**src/rtl/systolic_feeder.sv**
```systemverilog
// Operand feeder for an N x N systolic array: captures A and B on start and
// replays them as skewed, zero-padded row/column edge streams with a PE enable.

module systolic_feeder_lane #(
  parameter int N   = 4,
  parameter int W   = 8,
  parameter int TW  = 4,
  parameter int IDX = 0
) (
  input  logic [TW-1:0]       i_t,
  input  logic [N-1:0][W-1:0] i_vec,
  output logic [W-1:0]        o_val
);
  logic [TW-1:0] k;
  assign k = i_t - TW'(IDX);

  // Lane IDX is delayed by IDX steps; outside its N-step window it carries zeros.
  always_comb begin
    o_val = '0;
    if (i_t >= TW'(IDX) && k < TW'(N))
      for (int e = 0; e < N; e++)
        if (k == TW'(e)) o_val = i_vec[e];
  end
endmodule

module systolic_feeder #(
  parameter int N = 4,
  parameter int W = 8
) (
  input  logic             i_clk,
  input  logic             i_arst,
  input  logic             i_start,
  input  logic [N*N*W-1:0] i_a,
  input  logic [N*N*W-1:0] i_b,
  output logic [N*W-1:0]   o_a,
  output logic [N*W-1:0]   o_b,
  output logic             o_doProcess,
  output logic             o_busy,
  output logic             o_done
);
  localparam int T  = 3*N-2;
  localparam int TW = $clog2(T);
  localparam logic [TW-1:0] T_LAST = TW'(T-1);

  typedef enum logic [1:0] {IDLE, FEED, DONE} state_t;
  state_t state_q, state_d;

  logic [N-1:0][N-1:0][W-1:0] a_q, b_q, b_col;
  logic [N-1:0][W-1:0]        a_lane, b_lane;
  logic [TW-1:0]              t_q;

  always_comb begin
    state_d = state_q;
    case (state_q)
      IDLE:    if (i_start) state_d = FEED;
      FEED:    if (t_q == T_LAST) state_d = DONE;
      DONE:    state_d = IDLE;
      default: state_d = IDLE;
    endcase
  end

  always_ff @(posedge i_clk) begin
    if (i_arst) begin
      state_q <= IDLE;
      t_q     <= '0;
    end else begin
      state_q <= state_d;
      if (state_q == IDLE)                     t_q <= '0;
      else if (state_q == FEED && t_q != T_LAST) t_q <= t_q + TW'(1);
    end
  end

  // Packing of i_a/i_b matches [r][c] packed indexing directly.
  always_ff @(posedge i_clk) begin
    if (!i_arst && state_q == IDLE && i_start) begin
      a_q <= i_a;
      b_q <= i_b;
    end
  end

  for (genvar i = 0; i < N; i++) begin : g_lane
    for (genvar r = 0; r < N; r++) begin : g_col
      assign b_col[i][r] = b_q[r][i];
    end
    systolic_feeder_lane #(.N(N), .W(W), .TW(TW), .IDX(i)) u_row (
      .i_t(t_q), .i_vec(a_q[i]), .o_val(a_lane[i])
    );
    systolic_feeder_lane #(.N(N), .W(W), .TW(TW), .IDX(i)) u_col (
      .i_t(t_q), .i_vec(b_col[i]), .o_val(b_lane[i])
    );
  end

  // Outputs lag state by one edge so step t appears after edge k+1+t.
  always_ff @(posedge i_clk) begin
    if (i_arst) begin
      o_a         <= '0;
      o_b         <= '0;
      o_doProcess <= 1'b0;
      o_busy      <= 1'b0;
      o_done      <= 1'b0;
    end else begin
      o_a         <= (state_q == FEED) ? a_lane : '0;
      o_b         <= (state_q == FEED) ? b_lane : '0;
      o_doProcess <= (state_q == FEED);
      o_busy      <= (state_q != IDLE);
      o_done      <= (state_q == DONE);
    end
  end
endmodule

```
**config.mk**
```make
export PLATFORM = sky130hd
export DESIGN_NAME = systolic_feeder
export DESIGN_NICKNAME = d
export VERILOG_FILES = /design/src/rtl/systolic_feeder.sv
export SDC_FILE = /design/constraint.sdc
export NUM_CORES = 1
export LEC_CHECK = 0
export BUFFER_PORTS_ARGS = -buffer_cell sky130_fd_sc_hd__buf_4
export CORE_ASPECT_RATIO = 1.75
export CORE_UTILIZATION = 40
export CTS_BUF_LIST = sky130_fd_sc_hd__clkbuf_4 sky130_fd_sc_hd__clkbuf_8 sky130_fd_sc_hd__clkbuf_16
export DETAILED_ROUTE_END_ITERATION = 10
export GPL_TIMING_DRIVEN = 0
export HOLD_SLACK_MARGIN = 0.12
export PLACE_DENSITY = 0.66
export SYNTH_ARGS = -nofsm -noshare
export SYNTH_HDL_FRONTEND = slang
export SYNTH_SLANG_ARGS = --single-unit
```
**constraint.sdc**
```tcl
create_clock -name i_clk -period 26.9 [get_ports i_clk]
set_input_delay 1.345 -clock i_clk [delete_from_list [all_inputs] [get_ports i_clk]]
set_output_delay 1.345 -clock i_clk [all_outputs]
set_load 0.005 [all_outputs]
```
# Word level (Yosys, flattened, before mapping)
# Cells that the tools add are included.
# word_totals
regBits	329
out_inout_bits	67
in_bits	259
elab_cells	135
# op_classes
magnitude_cmp	8
n_bitwise	5
n_eq_ne	18
reduce_logical	20
n_mux	35
addsub	4
# ops
op	n
8-bit 2-to-1 mux	32
4-bit by 2-bit == test with 1-bit output, second input constant	8
4-bit by 1-bit == test with 1-bit output, second input constant	4
4-bit zero test	4
4-bit by 3-bit < comparator with 1-bit output, second input constant	4
3-bit OR reduction	4
4-bit by 1-bit >= comparator with 1-bit output, second input constant	2
4-bit by 2-bit >= comparator with 1-bit output, second input constant	2
4-bit by 2-bit subtractor with 4-bit output, second input constant	2
1-bit logical AND	7
1-bit NOT	5
4-bit by 1-bit adder with 4-bit output, second input constant	1
4-bit == test, second input constant	1
2-bit 2-to-1 mux	2
2-bit inequality test, second input constant	2
4-bit inequality test, second input constant	1
2-bit one-hot mux with 2 select lines	1
4-bit by 1-bit subtractor with 4-bit output, second input constant	1
2-bit by 1-bit == test with 1-bit output, second input constant	1
2-bit == test, second input constant	1
2-bit zero test	1
2-bit AND reduction	1
2-bit nonzero test	1
2-bit OR reduction	1
1-bit zero test	1

# Longest topological paths before layout
# Gate-level depths: netlist of run 1.
# logic_depth
depth_word	6
mapped_depth	10
mapped_depth_nobuf	7

# Cells and area by module
# Synthesis of run 1 repeated with hierarchy kept, for this count alone.
# unflattened
cells_unflattened	745
area_unflattened_um2	12590.8
# modules_own_cells
module	n_inst	seq_area_each_um2	cells_per_inst	area_per_inst_um2
systolic_feeder	1	9148.8	429	9785.6
systolic_feeder_lane (g_lane[1].u_col ...)	2	0.0	59	420.4
systolic_feeder_lane (g_lane[2].u_col ...)	2	0.0	26	376.6
systolic_feeder_lane (g_lane[3].u_col ...)	2	0.0	43	356.6
systolic_feeder_lane (g_lane[0].u_col ...)	2	0.0	30	249.0

# Least setup slack after synthesis of run 1
# Ideal clock, no wire load.
# synth_path
path_kind	input to register
start	in i_arst
end	reg a_q[0] (netlist name), enable pin
required_ps	25296
arrival_time_ps	27860
n_path_buf	0
path_slack_ps	-2564
cell_stages	1
setup_ps	1604
path_cell_list	nor4b_1
# synth_via
elab_chain_len	3
# synth_lines
item	line	source
from (decl)	31	input logic i_arst,
1-bit zero test	75	if (!i_arst && state_q == IDLE && i_start) begin
1-bit logical AND (2 in series)	75	
to (signal assigned)	76	a_q <= i_a;
to (decl)	48	logic [N-1:0][N-1:0][W-1:0] a_q, b_q, b_col;
# Every way passes these cells.
# A chain may end at the register's enable or synchronous reset.

# Worst setup path after layout of run 1
# layout_path
start	reg t_q[0]
end	reg o_b[4]
# layout_via
elab_chain_len	5
elab_cells_between_ends	13
cone_classes	order compare (2); eq/ne (3); mux (4); bitwise (1); reduce/logical (3)
# layout_lines
item	line	source
from (decl)	50	logic [TW-1:0] t_q;
from (signal assigned)	69	else if (state_q == FEED && t_q != T_LAST) t_q <= t_q + TW'(1);
branches (longest 5 deep; another with 4-bit by 1-bit >= comparator with 1-bit output)	n/a	
to (signal assigned)	103	o_b <= (state_q == FEED) ? b_lane : '0;
to (decl)	36	output logic [N*W-1:0] o_b,
# Several ways; the timed one is not identified.

==> results of run 1 <==
==> stage by stage <==
step | instance area, um^2 | total power [mW] | std cells | utilization [%] | worst slack, ns
2_1_floorplan | 11800 | 0.614 | 743 | - | 10.70
3_3_place_gp | 14700 | 0.656 | 1446 | 51.1 | 5.23
3_5_place_dp | 15000 | 0.649 | 1466 | 52.0 | 23.42
4_1_cts | 16000 | 1.07 | 1522 | 55.4 | 23.83
5_1_grt | 16000 | 1.10 | 1523 | 55.4 | 23.67
6_report | 16000 | 1.06 | 1523 | 55.4 | 23.91
==> synthesized netlist by cell type (17+ instances only) <==
cell type  count
a21oi_1       18
o221ai_1      32
inv_1         39
a221oi_1      21
edfxtp_1     256
dfxtp_1       73
clkbuf_1      28
nor2_1        39
nand2_1       36
nor3_1        17
==> layout make-up <==
cell class                 instances  area (um^2)
buffer                            48          235
antenna                            1         2.50
multi-input combinational        325         2290
tap                              378          473
clock buffer                      40          850
clock inverter                    16          136
timing repair buffer             345         2700
fill                            2335        12800
sequential                       329         9150
inverter                          41          154
==> kinds of logic after synthesis <==
family / after synthesis
XOR/XNOR: 5
flip-flops: 329
multiplexers: 2
AO/OA/AOI/OAI: 174
adder cells (fa/ha/maj): 11
AND/OR/NAND/NOR: 133
buffers and inverters: 89
==> worst max-delay path: cells and delay by family, from the launching register on <==
kind            cells  cell delay (ns)
buf+inv             5             1.19
simple gates        1             0.85
flops               1             0.35
compound gates      2             0.32
fa+ha+maj           1             0.20
==> power by group <==
group          internal [mW]  leakage [nW]  switching, mW  total (mW)
clock network          0.241         0.492          0.181       0.422
registers              0.571          2.96        0.00552       0.576
logic                 0.0349          2.72         0.0267      0.0616
==> layout by cell type (no fill, tap or decap), types with 17 or more instances in the layout <==
cell type,n
inv_1,39
dfxtp_1,73
nor2_1,39
buf_4,327
edfxtp_1,256
a221oi_1,21
nor3_1,17
clkbuf_16,31
o221ai_1,32
clkbuf_1,28
nand2_1,36
a21oi_1,18
==> flip-flops by register name, indices dropped and copies added, names as in the netlist <==
name,flops
state_q,2
o_busy,1
o_a,32
o_b,32
o_doProcess,1
o_done,1
t_q,4
b_col,128
a_q,128
==> per-layer routing <==
layer | vias up | global-route usage (%) | wire (um)
met5 | - | 0 | 0
li1 | 3655 | - | -
met1 | 3655 | 19.7 | 10000
met2 | 262 | 37.2 | 16300
met3 | 76 | 3.61 | 1560
met4 | 0 | 10.1 | 1360
==> worst max path at each step <==
stage                              startpoint                  to  slack (ns)
final                     t_q[0]$_SDFFE_PP0P_   o_b[4]$_SDFF_PP0_       23.91
after global routing      t_q[0]$_SDFFE_PP0P_   o_a[1]$_SDFF_PP0_       23.67
after CTS                 t_q[0]$_SDFFE_PP0P_   o_b[4]$_SDFF_PP0_       23.83
after detailed placement               i_arst  a_q[112]$_DFFE_PP_       23.42
after global placement                 i_arst  a_q[120]$_DFFE_PP_        5.23
after floorplan                       i_start    a_q[0]$_DFFE_PP_       10.70
==> impl_metrics.yaml, run 1 <==
setup_path:
  cp.arrival_ns: 3.49
  end_kind: "flop"
  r2r-start: "t_q[0]$_SDFFE_PP0P_"
  rr_worst_depth: 9
  start_kind: "flop"
  cp_slowest_cell: "nor4_2"
  cp.required_ns: 27.40
  rrSetupSlack_ns: 23.91
  path_class: "flop to flop"
  path_cells: "buf_2 -> inv_1 -> ha_1 -> buf_2 -> inv_1 -> nor4_2 -> buf_2 -> a22oi_1 -> a21oi_1"
  worstPathMaxFanout: 10
  worstReg2RegEnd: "o_b[4]$_SDFF_PP0_"
  crit_path_frequent_cell: "buf_2"
  slowest_delay_ns: 0.85
synth:
  yosysSeqAreaShare_pct: 77.4
  synth_top_area_share_pct: 65.1
  ys.warnings.count: 0
  async_reset_ff_share_pct: 0
  ys_ff_latch: 329
  synth_simple_gate_area_share_pct: 5.43
  syn_inst: 743
  synth_edf_count: 256
  yosys.area.top_type: "edfxtp_1"
  synth_fp_nets: 1013
  yosysUniqueCellTypes: 52
  syn_avg_cell_area_um2: 15.9
  synth_area_um2: 11800
  synth_top_family_by_area: "compound AO/OA/AOI/OAI gates"
  ys_top_cells_by_area: "edfxtp_1 65%, dfxtp_1 12%, o221ai_1 2.4%"
  muxShareOfSynthArea_pct: 0.180
  synth_compound_area_share_pct: 12.1
  yosys.area_share.xor_xnor_pct: 0.371
  ys.flop_type: "edfxtp_1"
  synthAdderAreaFrac_pct: 1.17
min_path:
  hold_path_end: "o_a[14]$_SDFF_PP0_"
  hold_class: "flop to flop"
  min-delay-start: "a_q[62]$_DFFE_PP_"
  min_path_cells: 2
floorplanning:
  die_w_um: 132
  start_util_pct: 41.0
  ios: 326
  dieArea_um2: 30300
  fp-row-count: 82
  die_y_um: 229
  core_um2: 28800
clocking:
  h-tree-depth: 1
  postCtsSetupRepairBufs: 0
  path_clk_slew_ns: 0.07
  clockBufferDepth: 3
  cts_tree: "yes"
  cts.sinks: 329
  cts_inserted_buffers: 30
  cts_hold_buf: 0
  root_buffer: "clkbuf_16"
  cts_resized: 0
  clock_latency_ns: 0.56
sta:
  finalCritPeriodShare_pct: 11.1
  setup_viol: 0
  drv_slew: 0
  skew_ns: 0.0209
  rsz0062_at_grt: "no"
  max_freq_mhz: 334
  worst_pin_slew_ns: 1.07
  slew_headroom_pct: 28.0
  hold_viol: 0
  fin_crit_ns: 2.99
  whs_ns: 0.480
  tns_ns: 0
routing:
  viasPerCell: 5.02
  wire_per_inst_um: 19.2
  drt_wl_total_mm: 29.2
  vias: 7648
  first_iter_violations: 263
  drc: 0
  ant_nets: 0
  drtPass1Iterations: 4
global_routing:
  gr-total-overflow: 0
  grt_pass1_vias: 8399
  antenna_found_initial: 1
  grt_pass1_wl_mm: 44.7
  grt_max_degree: 19
  grt_use_total_pct: 19.4
place:
  io_buffers: 325
  post-dp-hpwl_mm: 21.3
  globalplace.congestion: 0.797
pwr:
  p_leak_nw: 6.18
  power_density_nw_per_um2: 66.3
  peakVddDrop_mv: 0.0557
final_layout:
  syn_to_final_growth_pct: 35.3
  num-nets-final: 1390
  layout-drive-gt1-share_pct: 38.3
run_status:
  status: "finished clean"
run:
  cap_violations: 0
(Power assumes the default switching activity.)
==> run 2, diff against run 1 <==
==> constraint.sdc (replaced) <==
create_clock -name i_clk -period 2.7 [get_ports i_clk]
set_input_delay 0.135 -clock i_clk [delete_from_list [all_inputs] [get_ports i_clk]]
set_output_delay 0.135 -clock i_clk [all_outputs]
set_load 0.005 [all_outputs]
==> impl_metrics.yaml, run 2 (synthesis results as in run 1) <==
run_status:
  status: "finished clean"
clocking:
  cts.sinks: 329
  cts_tree: "yes"
  clockBufferDepth: 3
  h-tree-depth: 1
  path_clk_slew_ns: 0.06
  clock_latency_ns: 0.58
  cts_inserted_buffers: 31
  root_buffer: "clkbuf_16"
pwr:
  pwr-share-seq_pct: 50.1
  power_mw: 11.5
  power_density_nw_per_um2: 609
  p_comb_share_pct: 8.4
  power.switching_mw: 2.37
  peakVddDrop_mv: 0.546
  p_clk_share_pct: 41.5
  p_int_mw: 9.10
  swShare_pct: 20.7
  p_leak_nw: 7.35
global_routing:
  use_met3_pct: 3.19
  grt_pass1_vias: 9737
  use_met1_pct: 23.1
  use_met2_pct: 44.9
  grt_max_degree: 18
  gr-total-overflow: 0
  grt.busiest_layer: "met2"
  antenna_found_initial: 8
  grt_use_total_pct: 22.9
  grt_pass1_wl_mm: 52.8
setup_path:
  cp.required_ns: 3.12
  start_kind: "flop"
  worstPathMaxFanout: 10
  path_cells: "buf_6 -> inv_1 -> ha_1 -> nand2b_1 -> a31oi_1 -> mux2_2 -> nand3_1 -> clkbuf_1 -> nor3_1"
  slowest_delay_ns: 0.53
  end_kind: "flop"
  startpoint: "t_q[2]$_SDFFE_PP0P_"
  path_class: "flop to flop"
  r2r-start: "t_q[2]$_SDFFE_PP0P_"
  cp.arrival_ns: 2.99
  cp_slowest_cell: "clkbuf_1"
routing:
  viasPerCell: 4.99
  drt_wl_total_mm: 34.6
  first_iter_violations: 371
  drtPass1Iterations: 5
  drc: 0
  wire_per_inst_um: 19.3
  ant_nets: 0
  vias: 8952
sta:
  drv_slew: 0
  slew_headroom_pct: 27.8
  hold_viol: 0
  worst_pin_slew_ns: 1.08
  whs_ns: 0.272
  setup_viol: 0
  fin_crit_ns: 2.58
  finalCritPeriodShare_pct: 95.4
  rsz0062_at_grt: "no"
  skew_ns: 0.0237
  max_freq_mhz: 388
final_layout:
  final_common_cell: "buf_4"
  syn_to_final_growth_pct: 59.4
  layout-drive-gt1-share_pct: 33.0
  num-nets-final: 1652
  utilization_pct: 65.3
  fillers: 1978
  layout_common_cells: "333 x buf_4, 258 x dlygate4sd3_1, 256 x edfxtp_1"
run:
  cap_violations: 0
min_path:
  hold_class: "input port to flop"
  min-delay-start: "i_b[69]"
floorplanning:
  die_w_um: 132
  fp-row-count: 82
  start_util_pct: 41.0
  ios: 326
  die_y_um: 229
  core_um2: 28800
  dieArea_um2: 30300
place:
  post-dp-hpwl_mm: 21.3
  io_buffers: 325
  globalplace.congestion: 0.779
run 2: cell types whose count changed in the layout (fill, tap and decap cells not counted), moves of 2 or more:
| cell | delta |
|---|---|
| dlygate4sd3_1 | +258 |
| clkbuf_1 | -11 |
| clkbuf_2 | +7 |
| diode_2 | +7 |
| buf_4 | +6 |
| clkinv_1 | -5 |
| clkinvlp_4 | +5 |
| bufinv_16 | +3 |
| clkbuf_8 | +3 |
| buf_6 | -2 |
| buf_8 | +2 |
| clkbuf_4 | -2 |
| clkinv_4 | -2 |
run 2: critical path, delay by kind of cell (launching register included):
family          cells  cell delay [ns]
buf+inv             3             0.80
simple gates        3             0.63
flops               1             0.35
fa+ha+maj           1             0.28
mux                 1             0.27
compound gates      1             0.09
run 2: area by class of cell:
| type | count | area (um^2) | area share (%) |
|---|---|---|---|
| antenna | 8 | 20.0 | 0.106 |
| inverter | 41 | 158 | 0.837 |
| multi-input combinational | 325 | 2330 | 12.4 |
| clock buffer | 40 | 886 | 4.70 |
| buffer | 45 | 239 | 1.27 |
| timing repair buffer | 609 | 5330 | 28.3 |
| sequential | 329 | 9150 | 48.6 |
| tap | 378 | 473 | 2.51 |
| clock inverter | 18 | 245 | 1.30 |
run 2: repair_timing:
| action | in CTS | in global routing |
|---|---|---|
| endpoints found under the setup margin | 36 | 46 |
| gates resized for setup | 8 | 17 |
| pin swaps | 1 | 1 |
| buffers inserted | 2 | 4 |
| hold buffers | 258 | 0 |
| endpoints found under the hold margin | 311 | 0 |
run 2: final timing paths:
kind	endpoint	slack, ns	cells after the start
worst max-delay path	o_a[18]$_SDFF_PP0_	0.12	9
worst max register to register	o_a[18]$_SDFF_PP0_	0.12	9
worst min-delay path	b_col[21]$_DFFE_PP_	0.27	2
worst min register to register	o_a[9]$_SDFF_PP0_	0.48	2
run 2: per-stage QoR:
step                setup TNS [ns]  instance area, um^2  instances  worst slack, ns
floorplan                 -1607.75                11800        743            -6.26
global placement          -2393.54                14700       1446            -9.31
detailed placement           -6.77                15000       1466           -0.436
CTS                              0                18800       1783          0.00405
global route                     0                18800       1793          0.00483
finish                           0                18800       1793            0.124
run 2: per-layer routing:
layer	vias to the layer above	part of all wire, %
met5	-	0
met4	0	4.5
met3	94	4.4
met2	328	56
met1	4335	35
li1	4195	-
run 2: power groups by stage:
stage	Combinational (mW)	Sequential, mW	Clock [mW]
2_1_floorplan	0.182	5.89	0
3_3_place_gp	0.558	5.92	0
6_report	0.966	5.75	4.75
4_1_cts	0.949	5.74	4.85
5_1_grt	1.03	5.76	5.01
3_5_place_dp	0.624	5.85	0
